`src/rtl/mem_arb_pkg.sv`:
```
// Shared definitions for the two-port data-memory arbiter.
package mem_arb_pkg;

  localparam int ADDR_W_DFLT = 32;
  localparam int DATA_W_DFLT = 32;

  typedef enum logic {
    OWNER_CPU = 1'b0,
    OWNER_LDR = 1'b1
  } owner_e;

endpackage

```
`src/rtl/mem_port_arbiter_if.sv`:
```
// Requester, memory and status signals of the arbiter, bundled as one interface.
interface mem_port_arbiter_if
  import mem_arb_pkg::*;
#(
  parameter int ADDR_W = ADDR_W_DFLT,
  parameter int DATA_W = DATA_W_DFLT
);
  logic              req0;
  logic              we0;
  logic [ADDR_W-1:0] addr0;
  logic [DATA_W-1:0] wdata0;
  logic              gnt0;
  logic              rvalid0;

  logic              req1;
  logic              we1;
  logic [ADDR_W-1:0] addr1;
  logic [DATA_W-1:0] wdata1;
  logic              gnt1;
  logic              rvalid1;

  logic [DATA_W-1:0] rdata;

  logic              mem_en;
  logic              mem_we;
  logic [ADDR_W-1:0] mem_addr;
  logic [DATA_W-1:0] mem_wdata;
  logic [DATA_W-1:0] mem_rdata;

  logic              owner;

  // Arbiter side.
  modport slave (
    input  req0, we0, addr0, wdata0,
    input  req1, we1, addr1, wdata1,
    input  mem_rdata,
    output gnt0, rvalid0, gnt1, rvalid1, rdata,
    output mem_en, mem_we, mem_addr, mem_wdata,
    output owner
  );

  // Requesters plus memory.
  modport master (
    output req0, we0, addr0, wdata0,
    output req1, we1, addr1, wdata1,
    output mem_rdata,
    input  gnt0, rvalid0, gnt1, rvalid1, rdata,
    input  mem_en, mem_we, mem_addr, mem_wdata,
    input  owner
  );
endinterface

```
`src/rtl/mem_port_arbiter_pick.sv`:
```
// Combinational winner select: round-robin with a bounded burst under contention.
module arb_pick_2
  import mem_arb_pkg::*;
#(
  parameter int MAX_BURST = 4,
  parameter int CNT_W     = 3
) (
  input  logic             req0,
  input  logic             req1,
  input  owner_e           last_owner,
  input  logic [CNT_W-1:0] burst_cnt,
  output logic             gnt_any,
  output owner_e           winner
);

  always_comb begin
    gnt_any = req0 | req1;
    winner  = OWNER_CPU;
    if (req0 && req1) begin
      // A zero count means the previous burst ended, so the other side goes first.
      if ((burst_cnt != '0) && (burst_cnt < CNT_W'(MAX_BURST)))
        winner = last_owner;
      else
        winner = owner_e'(~last_owner);
    end else if (req1) begin
      winner = OWNER_LDR;
    end
  end

endmodule

```
`src/rtl/mem_port_arbiter.sv`:
```
// Shares one synchronous-read memory between the CPU data port and the loader,
// one access per cycle, read data returned to the granted port a cycle later.
module mem_port_arbiter
  import mem_arb_pkg::*;
#(
  parameter int ADDR_W    = ADDR_W_DFLT,
  parameter int DATA_W    = DATA_W_DFLT,
  parameter int MAX_BURST = 4
) (
  input  logic               clk,
  input  logic               reset,
  mem_port_arbiter_if.slave  bus
);

  localparam int               CNT_W   = $clog2(MAX_BURST + 1);
  localparam logic [CNT_W-1:0] CNT_MAX = CNT_W'(MAX_BURST);

  owner_e            last_owner;
  logic [CNT_W-1:0]  burst_cnt;
  logic              rd_vld0_p1;
  logic              rd_vld1_p1;

  logic              pick_any;
  owner_e            winner;
  logic              gnt0;
  logic              gnt1;
  logic              we_sel;
  logic [ADDR_W-1:0] addr_sel;
  logic [DATA_W-1:0] wdata_sel;

  function automatic logic [CNT_W-1:0] sat_inc(input logic [CNT_W-1:0] cnt);
    return (cnt >= CNT_MAX) ? CNT_MAX : cnt + CNT_W'(1);
  endfunction

  arb_pick_2 #(
    .MAX_BURST (MAX_BURST),
    .CNT_W     (CNT_W)
  ) u_pick (
    .req0       (bus.req0),
    .req1       (bus.req1),
    .last_owner (last_owner),
    .burst_cnt  (burst_cnt),
    .gnt_any    (pick_any),
    .winner     (winner)
  );

  // p0: grant and memory request in the same cycle as the request
  assign gnt0 = pick_any & ~reset & (winner == OWNER_CPU);
  assign gnt1 = pick_any & ~reset & (winner == OWNER_LDR);

  always_comb begin
    addr_sel  = bus.addr0;
    wdata_sel = bus.wdata0;
    we_sel    = 1'b0;
    if (gnt1) begin
      addr_sel  = bus.addr1;
      wdata_sel = bus.wdata1;
      we_sel    = bus.we1;
    end else if (gnt0) begin
      we_sel    = bus.we0;
    end
  end

  assign bus.gnt0      = gnt0;
  assign bus.gnt1      = gnt1;
  assign bus.mem_en    = gnt0 | gnt1;
  assign bus.mem_we    = we_sel;
  assign bus.mem_addr  = addr_sel;
  assign bus.mem_wdata = wdata_sel;
  assign bus.owner     = last_owner;

  always_ff @(posedge clk) begin
    if (reset) begin
      last_owner <= OWNER_LDR;
      burst_cnt  <= '0;
      rd_vld0_p1 <= 1'b0;
      rd_vld1_p1 <= 1'b0;
    end else begin
      rd_vld0_p1 <= gnt0 & ~bus.we0;
      rd_vld1_p1 <= gnt1 & ~bus.we1;
      if (gnt0 | gnt1) begin
        if (winner == last_owner) begin
          burst_cnt <= sat_inc(burst_cnt);
        end else begin
          last_owner <= winner;
          burst_cnt  <= CNT_W'(1);
        end
      end else begin
        burst_cnt <= '0;
      end
    end
  end

  // p1: read return, killed by reset so an in-flight read is dropped
  assign bus.rvalid0 = rd_vld0_p1 & ~reset;
  assign bus.rvalid1 = rd_vld1_p1 & ~reset;
  assign bus.rdata   = bus.mem_rdata;

endmodule

```
`src/flat_wrapper.sv`:
```
// flat-port wrapper written by rule: the top's interface ports become plain ports
module mem_port_arbiter_flat import mem_arb_pkg::*;
#(
  parameter int ADDR_W    = ADDR_W_DFLT,
  parameter int DATA_W    = DATA_W_DFLT,
  parameter int MAX_BURST = 4
)
  (clk, reset, bus_req0, bus_we0, bus_addr0, bus_wdata0, bus_req1, bus_we1, bus_addr1, bus_wdata1, bus_mem_rdata, bus_gnt0, bus_rvalid0, bus_gnt1, bus_rvalid1, bus_rdata, bus_mem_en, bus_mem_we, bus_mem_addr, bus_mem_wdata, bus_owner);
  mem_port_arbiter_if #(.ADDR_W(ADDR_W), .DATA_W(DATA_W)) bus_i ();
  input  logic clk;
  input  logic reset;
  input wire logic [$bits(bus_i.req0)-1:0] bus_req0;
  input wire logic [$bits(bus_i.we0)-1:0] bus_we0;
  input wire logic [$bits(bus_i.addr0)-1:0] bus_addr0;
  input wire logic [$bits(bus_i.wdata0)-1:0] bus_wdata0;
  input wire logic [$bits(bus_i.req1)-1:0] bus_req1;
  input wire logic [$bits(bus_i.we1)-1:0] bus_we1;
  input wire logic [$bits(bus_i.addr1)-1:0] bus_addr1;
  input wire logic [$bits(bus_i.wdata1)-1:0] bus_wdata1;
  input wire logic [$bits(bus_i.mem_rdata)-1:0] bus_mem_rdata;
  output wire logic [$bits(bus_i.gnt0)-1:0] bus_gnt0;
  output wire logic [$bits(bus_i.rvalid0)-1:0] bus_rvalid0;
  output wire logic [$bits(bus_i.gnt1)-1:0] bus_gnt1;
  output wire logic [$bits(bus_i.rvalid1)-1:0] bus_rvalid1;
  output wire logic [$bits(bus_i.rdata)-1:0] bus_rdata;
  output wire logic [$bits(bus_i.mem_en)-1:0] bus_mem_en;
  output wire logic [$bits(bus_i.mem_we)-1:0] bus_mem_we;
  output wire logic [$bits(bus_i.mem_addr)-1:0] bus_mem_addr;
  output wire logic [$bits(bus_i.mem_wdata)-1:0] bus_mem_wdata;
  output wire logic [$bits(bus_i.owner)-1:0] bus_owner;
  assign bus_i.req0 = bus_req0;
  assign bus_i.we0 = bus_we0;
  assign bus_i.addr0 = bus_addr0;
  assign bus_i.wdata0 = bus_wdata0;
  assign bus_i.req1 = bus_req1;
  assign bus_i.we1 = bus_we1;
  assign bus_i.addr1 = bus_addr1;
  assign bus_i.wdata1 = bus_wdata1;
  assign bus_i.mem_rdata = bus_mem_rdata;
  assign bus_gnt0 = bus_i.gnt0;
  assign bus_rvalid0 = bus_i.rvalid0;
  assign bus_gnt1 = bus_i.gnt1;
  assign bus_rvalid1 = bus_i.rvalid1;
  assign bus_rdata = bus_i.rdata;
  assign bus_mem_en = bus_i.mem_en;
  assign bus_mem_we = bus_i.mem_we;
  assign bus_mem_addr = bus_i.mem_addr;
  assign bus_mem_wdata = bus_i.mem_wdata;
  assign bus_owner = bus_i.owner;
  mem_port_arbiter #(.ADDR_W(ADDR_W), .DATA_W(DATA_W), .MAX_BURST(MAX_BURST)) u_core (.clk(clk), .reset(reset), .bus(bus_i));
endmodule
```
`config.mk`:
```
export PLATFORM = sky130hd
export DESIGN_NAME = mem_port_arbiter_flat
export DESIGN_NICKNAME = d
export VERILOG_FILES = /design/src/rtl/mem_arb_pkg.sv /design/src/rtl/mem_port_arbiter_if.sv /design/src/rtl/mem_port_arbiter_pick.sv /design/src/rtl/mem_port_arbiter.sv /design/src/flat_wrapper.sv
export SDC_FILE = /design/constraint.sdc
export NUM_CORES = 1
export LEC_CHECK = 0
export BUFFER_PORTS_ARGS = -buffer_cell sky130_fd_sc_hd__buf_2
export CORE_AREA = 10 10 97 99
export DETAILED_ROUTE_END_ITERATION = 7
export DIE_AREA = 0 0 107 109
export GPL_ROUTABILITY_DRIVEN = 0
export HOLD_SLACK_MARGIN = 0.1
export PLACE_DENSITY_LB_ADDON = 0.2
export SYNTH_ARGS = -nofsm -noshare
export SYNTH_HDL_FRONTEND = slang
export SYNTH_SLANG_ARGS = --single-unit
export TNS_END_PERCENT = 10
```
`constraint.sdc`:
```
create_clock -name clk -period 2.9 [get_ports clk]
set_input_delay 0.725 -clock clk [delete_from_list [all_inputs] [get_ports clk]]
set_output_delay 0.725 -clock clk [all_outputs]
set_load 0.01 [all_outputs]
```
==> impl_metrics.toml, run 1 <==
[run_status]
outcome = "completed"

[job]
drv_cap = 0

[worst_setup_path]
reg2reg_from = "u_core.burst_cnt[0]"
cp-end-kind = "primary output"
critical_path_arrival_ps = 2150
r2r_cells = 7
worstReg2RegEnd = "u_core.rd_vld0_p1"
cp.required_ps = 2170
startpoint_type = "input pin"
rrSetupSlack_ps = 1150
worst-setup-path-type = "in2out"
path_max_fanout = 7

[sta]
rsz0062_at_grt = "true"
period_minus_slack_ps = 2870
setup_slack_ps = 30.0
fin_skew_ps = 1.51
tns_ps = 0
tightestPinTransition_ps = 443
hold_viol = 0
slew_violations = 0
maxSlewHeadroom_pct = 70.3
final-setup-viol-count = 0
fmax_mhz = 348
period_share_pct = 99.0

[logic_synthesis]
syn_inst = 145
seq_area_frac_synth_pct = 8.59
synthesis.area_mm2 = 0.00140
synth_fa_ha_area_share_pct = 1.79
synthMuxAreaShare_pct = 52.2
synth_compound_area_share_pct = 7.69
ys_seq_elements = 6
yosys_warnings = 0
synth-xor-area-share_pct = 0
synth_top_family_by_area = "multiplexers"
synth-simple-area-share_pct = 6.26
synth_flop_cell = "dfxtp_1"
async_reset_ff_share_pct = 0
avgSynthCellArea_um2 = 9.65
synth-edff-count = 0
ys_types = 26
syn_nets = 313

[clocking]
clock-sinks = 6
cts-root-buf = "clkbuf_8"
clk_latency_ps = 220
cts_tree = "yes"
cts.path.max_buffers = 2
htree_levels = 1
clk_pin_slew_ps = 40
hold_buffers = 0
cts_made_buffers = 3

[power_and_ir_drop]
p_per_area_mw_per_mm2 = 251
p_leak_nw = 1.73
swShare_pct = 31.2
internal-power_mw = 0.557
clock_power_share_pct = 15.3
total_power_mw = 0.810
irDropWorstVdd_uv = 107
share_seq_of_total_power_pct = 11.3
combPwrFrac_pct = 73.4
p_switching_mw = 0.253

[drt]
wire_per_inst_um = 18.1
vias = 1855
route.detailed.drc = 0
firstDrtPassIters = 3
routed_wl_um = 7950
antenna_left = 0
drtIter0Drc = 17
drt-vias-per-instance = 4.23

[worst_hold_path]
worstHoldEndpoint = "u_core.burst_cnt[2]"
hp-class = "reg2reg"
hp-start = "u_core.burst_cnt[2]"
worstHoldPathCells = 2

[global_route]
grt.overflow.total = 0
grt_max_degree = 21
antenna_found_initial = 0
track_usage_pct = 10.0
grt_pass1_wl_um = 9630
grt_pass1_vias = 1841

[placed_design]
dpl.cell_count = 427
placement.io_buffers = 204
hpwl_um = 6170
postPlaceCellArea_mm2 = 0.00238
dp_slack_ps = -91.3

[floorplan]
fp-row-count = 32
die_h_um = 109
fp.dieArea_mm2 = 0.0117
core_area_mm2 = 0.00753
io_pins = 269
initial_core_util_pct = 18.6
chipWidth_um = 107

[final_layout]
layoutNonFillerInstCount = 439
num_antenna_cells = 0
drive_above_1_share_pct = 89.9
area_growth_pct = 131
final_area_mm2 = 0.00323
fin_nets = 507
## per-layer routing
layer | global-route usage [%] | vias to the layer above | share of wire (%)
li1 | - | 869 | -
met1 | 9.97 | 859 | 36
met2 | 18.7 | 118 | 53
met3 | 4.54 | 9 | 10
met4 | 2.32 | 0 | 1.2
met5 | 0 | - | 0
## layout make-up
class / count / area [um^2]
inverter: 4 / 15.0
fill: 758 / 4300
timing repair buffer: 229 / 1720
sequential: 6 / 123
clock buffer: 3 / 41.3
multi-input combinational: 95 / 1200
tap: 102 / 128
## metrics by stage
stage	hold WS, ps	util (%)
final	644	42.9
after global routing	683	42.9
after CTS	621	32.2
after detailed placement	606	31.6
after global placement	609	31.6
after floorplan	540	-
## cell families (layout without fill, tap and decap cells)
family	count (synthesis)	count (layout)
fa+ha+maj	2	2
buf+inv	44	236
simple gates	15	15
compound gates	13	13
mux	65	65
flops	6	6
## Yosys cell counts, drive strengths merged, types with 2 or more instances
| master | number | area (um^2) |
|---|---|---|
| dfxtp | 6 | 120 |
| mux2 | 64 | 721 |
| nor2 | 4 | 15.0 |
| a21oi | 2 | 10.0 |
| o21ai | 4 | 20.0 |
| buf | 40 | 313 |
| inv | 4 | 15.0 |
| ha | 2 | 25.0 |
| nor2b | 5 | 31.3 |
## how the worst max path moves through the flow
stage                              to                start  cells past startpoint
floorplan            bus_mem_addr[10]             bus_req0                      5
global placement    bus_mem_wdata[11]             bus_req0                      7
detailed placement   bus_mem_addr[19]             bus_req0                      7
CTS                  bus_mem_addr[19]             bus_req0                      7
global route         bus_mem_addr[26]  u_core.burst_cnt[2]                      6
finish               bus_mem_addr[26]             bus_req0                      7
## critical path, cell delays in order
cell       delay (ps)
buf_6             100
nor2b_4           130
a2111oi_4         370
buf_6             220
clkbuf_16         170
mux2_4            300
buf_6             120
## power by group through the flow
stage	Combinational [mW]	Sequential (mW)	Clock, mW
floorplan	0.229	0.0926	0
detailed placement	0.386	0.0915	0
global route	0.630	0.0922	0.131
CTS	0.389	0.0904	0.125
finish	0.594	0.0916	0.124
global placement	0.384	0.0915	0
## flip-flops by register name, indices dropped and copies added (netlist names)
name               flops
u_core.burst_cnt       3
u_core.bus.owner       1
u_core.rd_vld0_p1      1
u_core.rd_vld1_p1      1
## cell usage in the layout (no fill, tap or decap), types with 2 or more instances in the layout
cell | Yosys | layout
mux2_1 | 27 | 2
dfxtp_1 | 6 | 4
o21ai_0 | 4 | 4
buf_4 | 35 | 9
clkbuf_16 | 0 | 4
clkbuf_8 | 0 | 3
mux2_2 | 37 | 3
dfxtp_2 | 0 | 2
buf_8 | 0 | 4
nor2b_1 | 5 | 4
mux2_4 | 0 | 59
buf_2 | 1 | 146
a21oi_1 | 2 | 2
inv_2 | 0 | 2
nor2_1 | 4 | 3
inv_1 | 4 | 2
buf_12 | 0 | 2
buf_6 | 4 | 64
## what timing repair did
| action | CTS | global route |
|---|---|---|
| cloned | 0 | 6 |
| setup endpoints to repair | 64 | 64 |
| resized for setup | 1 | 139 |
| setup buffers | 0 | 3 |
| pin swaps | 1 | 2 |
(Power assumes the default switching activity.)
==> run 2: changes to the inputs <==
--- a/config.mk
+++ b/config.mk
@@ -6,9 +6,9 @@
 export NUM_CORES = 1
 export LEC_CHECK = 0
 export BUFFER_PORTS_ARGS = -buffer_cell sky130_fd_sc_hd__buf_2
-export CORE_AREA = 10 10 97 99
+export CORE_AREA = 10 10 96 98
 export DETAILED_ROUTE_END_ITERATION = 7
-export DIE_AREA = 0 0 107 109
+export DIE_AREA = 0 0 106 108
 export GPL_ROUTABILITY_DRIVEN = 0
 export HOLD_SLACK_MARGIN = 0.1
 export PLACE_DENSITY_LB_ADDON = 0.2
==> constraint.sdc (replaced) <==
create_clock -name clk -period 3.5 [get_ports clk]
set_input_delay 0.875 -clock clk [delete_from_list [all_inputs] [get_ports clk]]
set_output_delay 0.875 -clock clk [all_outputs]
set_load 0.01 [all_outputs]
==> run 2 against run 1 <==
Against the previous run:
- count of clock-buffer cells in the layout is the same
- first-iteration DRC count shrank 5.9%
- setup slack gained 100 ps
- die area shrank 1.8%
- critical path depth shrank 1
- register-to-register slack gained 530 ps
- final cell count shrank 5.0%
- combinational power shrank 49%
- clock power shrank 17%
- utilization shrank 12 points
- via count shrank 7.9%
- largest power group unchanged
==> impl_metrics.toml, run 2 (synthesis gave the netlist of run 1 again) <==
[run_status]
outcome = "completed"

[worst_setup_path]
cp.required_ps = 2620
crit_chain = "buf_2 -> nor2b_1 -> a2111oi_4 -> buf_12 -> mux2_1 -> buf_2"
path_buf_inv = 3
worstReg2RegEnd = "u_core.rd_vld1_p1"
critical_path_arrival_ps = 2490
r2r_cells = 6
crit_family = "buffers and inverters"
cp-end-kind = "primary output"
startpoint_type = "input pin"
rrSetupSlack_ps = 1680
worst-setup-path-type = "in2out"
crit_path_top_delay_cell = "a2111oi_4"
crit_path_frequent_cell = "buf_2"
slowest_delay_ps = 510
crit_end = "bus_mem_wdata[24]"
reg2reg_from = "u_core.burst_cnt[0]"
path_max_fanout = 35
startpoint = "bus_req0"
worst-path-stages = 6

[final_layout]
area_growth_pct = 66.1
final_common_cell = "buf_2"
layoutNonFillerInstCount = 417
fin_nets = 485
fillers = 829
top_register = "u_core.burst_cnt"
layout.cells.most_common_list = "buf_2 (204), mux2_2 (37), mux2_1 (27)"
largest_reg_flops = 3
drive_above_1_share_pct = 79.0
num_antenna_cells = 0

[global_route]
grt_pass1_vias = 1966
grt_pass1_wl_um = 9910
track_usage_pct = 10.4
grt.overflow.total = 0
antenna_found_initial = 0
grt_max_degree = 36

[clocking]
cts-root-buf = "clkbuf_8"
post_cts_buffers = 0
cts.path.max_buffers = 2
cts_made_buffers = 3
hold_buffers = 0
clock-sinks = 6
clk_pin_slew_ps = 30
cts_resized = 0
clk_latency_ps = 220
htree_levels = 1
cts_tree = "yes"

[sta]
tns_ps = 0
hold_viol = 0
rsz0062_at_grt = "false"
slew_violations = 0
period_share_pct = 96.2
final-setup-viol-count = 0
period_minus_slack_ps = 3370
tightestPinTransition_ps = 430
fmax_mhz = 297
hold_ws_ps = 611
maxSlewHeadroom_pct = 71.3
fin_skew_ps = 2.25

[floorplan]
chipWidth_um = 106
fp.dieArea_mm2 = 0.0114
die_h_um = 108
fp-row-count = 32
initial_core_util_pct = 18.8
io_pins = 269
core_area_mm2 = 0.00745

[drt]
drtIter0Drc = 16
firstDrtPassIters = 2
routed_wl_um = 6650
route.detailed.drc = 0
antenna_left = 0
drt-vias-per-instance = 4.10
wire_per_inst_um = 16.0
vias = 1708

[placed_design]
dpl.cell_count = 414
hpwl_um = 6040
placement.io_buffers = 204

[power_and_ir_drop]
irDropWorstVdd_uv = 84.9
p_per_area_mw_per_mm2 = 206
total_power_mw = 0.479
p_leak_nw = 1.24

[worst_hold_path]
hp-start = "u_core.burst_cnt[0]"
hp-class = "reg2reg"

[job]
drv_cap = 0
==> run 2: changes by cell type in the layout (fill, tap and decap cells not counted), sizes merged <==
cell,change
buf,-18
clkbuf,-4
==> run 2: routing by layer <==
layer	share of wire [%]	global-route usage [%]	vias up
met3	9.7	4.10	18
met2	53	19.4	108
met5	0	0	-
li1	-	-	829
met1	36	10.4	753
met4	1.8	3.48	0
==> run 2: layout make-up <==
cell class / count / area (um^2) / share of cell area (%)
clock buffer: 3 / 41.3 / 1.78
inverter: 4 / 15.0 / 0.646
multi-input combinational: 95 / 951 / 40.9
sequential: 6 / 120 / 5.17
tap: 102 / 128 / 5.49
timing repair buffer: 207 / 1070 / 46.0
==> run 2: worst min-delay path by stage <==
stage | cells past startpoint | slack [ps] | to
after floorplan | 2 | 540 | u_core.burst_cnt[1]
after detailed placement | 2 | 600 | u_core.burst_cnt[2]
after global placement | 2 | 600 | u_core.burst_cnt[0]
final | 2 | 610 | u_core.burst_cnt[0]
after global routing | 1 | 670 | u_core.burst_cnt[1]
after CTS | 2 | 610 | u_core.burst_cnt[2]
==> run 2: worst reg2reg max path: stages, from the launching register on <==
cell and delay (ps):
dfxtp_1 370, inv_1 60, ha_1 220, o211a_1 240
a2111oi_4 470, buf_12 250, nor2b_1 150
==> run 2: stage by stage <==
stage          instance area, um^2  setup slack, ps  util, %
6_report                      2320              132     31.2
3_3_place_gp                  2280              136     30.6
2_1_floorplan                 1400              456        -
4_1_cts                       2320              116     31.2
3_5_place_dp                  2280              118     30.6
5_1_grt                       2320             53.0     31.2
==> run 2: where the power goes <==
part / internal [mW] / total (mW) / switching, mW
Combinational: 0.167 / 0.300 / 0.133
Sequential: 0.0725 / 0.0763 / 0.00377
Clock: 0.0738 / 0.103 / 0.0289
Total: 0.314 / 0.479 / 0.165
==> run 3: changes to the inputs <==
--- a/config.mk
+++ b/config.mk
@@ -6,13 +6,14 @@
 export NUM_CORES = 1
 export LEC_CHECK = 0
 export BUFFER_PORTS_ARGS = -buffer_cell sky130_fd_sc_hd__buf_2
-export CORE_AREA = 10 10 96 98
+export CORE_AREA = 10 10 97 99
 export DETAILED_ROUTE_END_ITERATION = 7
-export DIE_AREA = 0 0 106 108
+export DIE_AREA = 0 0 107 109
 export GPL_ROUTABILITY_DRIVEN = 0
 export HOLD_SLACK_MARGIN = 0.1
 export PLACE_DENSITY_LB_ADDON = 0.2
 export SYNTH_ARGS = -nofsm -noshare
 export SYNTH_HDL_FRONTEND = slang
+export SYNTH_HIERARCHICAL = 1
 export SYNTH_SLANG_ARGS = --single-unit
 export TNS_END_PERCENT = 10
==> run 3 against run 2 <==
Against the previous run:
- non-clock buffer count did not move
- design area grew 6.0%
- sequential power grew 0.8%
- maximum frequency is 7.3% higher
- clock power hardly changed
- combinational power is 13% higher
- global-route usage is 0.36 points higher
- setup slack better by 230 ps
- wire length rose by 8.7%
- hold slack worse by 140 ps
==> impl_metrics.toml, run 3 <==
[logic_synthesis]
avgSynthCellArea_um2 = 11.1
ys_types = 24
synth_top_family_by_area = "multiplexers"
synth_top_area_share_pct = 47.5
ys_seq_elements = 6
yosys_warnings = 6
synth_compound_area_share_pct = 2.43
seq_area_frac_synth_pct = 7.76
synth-simple-area-share_pct = 5.82
syn_nets = 307
ys_top_cells_by_area = "mux2_4 (48%), buf_4 (16%), mux2_2 (11%)"
synthMuxAreaShare_pct = 59.1
syn_inst = 139
synth_flop_cell = "dfxtp_1"
yosysMostFrequentCell = "mux2_4"
synth_fa_ha_area_share_pct = 1.62
synthesis.area_mm2 = 0.00155
synth-edff-count = 0
yosysTopAreaCell = "mux2_4"
async_reset_ff_share_pct = 0
synth-xor-area-share_pct = 1.13
yosys-top-cells-count = "mux2_4 (49), buf_4 (33), mux2_2 (15), buf_6 (6), dfxtp_1 (6)"

[power_and_ir_drop]
p_per_area_mw_per_mm2 = 210
irDropWorstVdd_uv = 235
p_leak_nw = 1.52

[global_route]
grt.overflow.total = 0
grt_pass1_wl_um = 10000
antenna_found_initial = 0
grt_max_degree = 42
track_usage_pct = 10.8
grt_pass1_vias = 1685

[drt]
vias = 1608
routed_wl_um = 7230
wire_per_inst_um = 17.6
firstDrtPassIters = 4
drtIter0Drc = 42
antenna_left = 0
route.detailed.drc = 0
drt-vias-per-instance = 3.91

[sta]
period_share_pct = 89.7
hold_ws_ps = 469
final-setup-viol-count = 0
fin_skew_ps = 2.84
tns_ps = 0
fmax_mhz = 318
tightestPinTransition_ps = 313
slew_violations = 0
hold_viol = 0
rsz0062_at_grt = "false"
period_minus_slack_ps = 3140
maxSlewHeadroom_pct = 79.1

[worst_hold_path]
hp-start = "u_core/burst_cnt[2]"
hp-class = "reg2reg"

[clocking]
clock-sinks = 6
cts_tree = "yes"
htree_levels = 1
cts_made_buffers = 3
clk_latency_ps = 220
cts.path.max_buffers = 2
cts_resized = 0
post_cts_buffers = 0
hold_buffers = 0
clk_pin_slew_ps = 40
cts-root-buf = "clkbuf_8"

[worst_setup_path]
crit_chain = "buf_2 -> or2_2 -> nand3b_4 -> buf_12 -> mux2_2 -> buf_2"
crit_path_top_delay_cell = "mux2_2"
cp-end-kind = "primary output"
crit_path_frequent_cell = "buf_2"
cp.required_ps = 2620
reg2reg_from = "u_core/burst_cnt[2]"
startpoint = "bus_req1"
path_max_fanout = 41
slowest_delay_ps = 370
startpoint_type = "input pin"
worst-setup-path-type = "in2out"
crit_family = "buffers and inverters"
path_buf_inv = 3
critical_path_arrival_ps = 2270

[floorplan]
die_h_um = 109
fp.dieArea_mm2 = 0.0117
initial_core_util_pct = 20.6
core_area_mm2 = 0.00753
io_pins = 269
fp-row-count = 32
chipWidth_um = 107

[final_layout]
layout.cells.most_common_list = "buf_2 (204), mux2_4 (49), mux2_2 (15)"
fillers = 821
fin_nets = 478
area_growth_pct = 59.2
drive_above_1_share_pct = 90.3
top_register = "u_core/burst_cnt"
largest_reg_flops = 3
final_common_cell = "buf_2"

[placed_design]
placement.io_buffers = 204
hpwl_um = 6730

[job]
drv_cap = 0

[run_status]
outcome = "completed"
-- run 3: final cells by class --
cell class | instances | area (um^2) | area share (%)
well taps | 102 | 128 | 5.18
repair buffers | 207 | 1070 | 43.4
clock buffers | 3 | 41.3 | 1.68
multi-input cells | 87 | 1080 | 44.0
diodes | 1 | 2.50 | 0.102
flip-flops and latches | 6 | 120 | 4.88
inverters | 5 | 18.8 | 0.762
-- run 3: kinds of logic after synthesis --
family          after synthesis
xor+xnor                      2
mux                          65
simple gates                 14
fa+ha+maj                     2
flops                         6
compound gates                4
buf+inv                      46
-- run 3: final timing paths --
check                        endpoint  slack (ps)  cells after the start
hold / removal    u_core/burst_cnt[1]         470                      1
setup / recovery    bus_mem_wdata[31]         360                      6
setup reg to reg  u_core/burst_cnt[0]        1890                      6
hold reg to reg   u_core/burst_cnt[1]         470                      1
-- run 3: power breakdown --
| group | switching [mW] | leakage [nW] | internal (mW) |
|---|---|---|---|
| clock network | 0.0295 | 0.0216 | 0.0739 |
| registers | 0.00390 | 0.0493 | 0.0730 |
| logic | 0.137 | 1.45 | 0.201 |
-- run 3: per-stage QoR --
stage          worst slack [ps]  power, mW  area (um^2)  utilization [%]  std cells
6_report                    360      0.518         2460             32.7        411
5_1_grt                     297      0.559         2460             32.7        410
4_1_cts                     353      0.529         2460             32.7        410
3_5_place_dp                359      0.422         2420             32.1        407
3_3_place_gp                371      0.420         2420             32.1        407
2_1_floorplan               704      0.307         1550                -        139
-- run 3: per-layer routing --
layer  track usage [%]  vias to the layer above  wire length (um)
met5                 0                        -                 0
met4             0.290                        0                 0
met3              5.13                        0               787
met2              18.4                      126              3510
met1              12.7                      694              2930
li1                  -                      788                 -
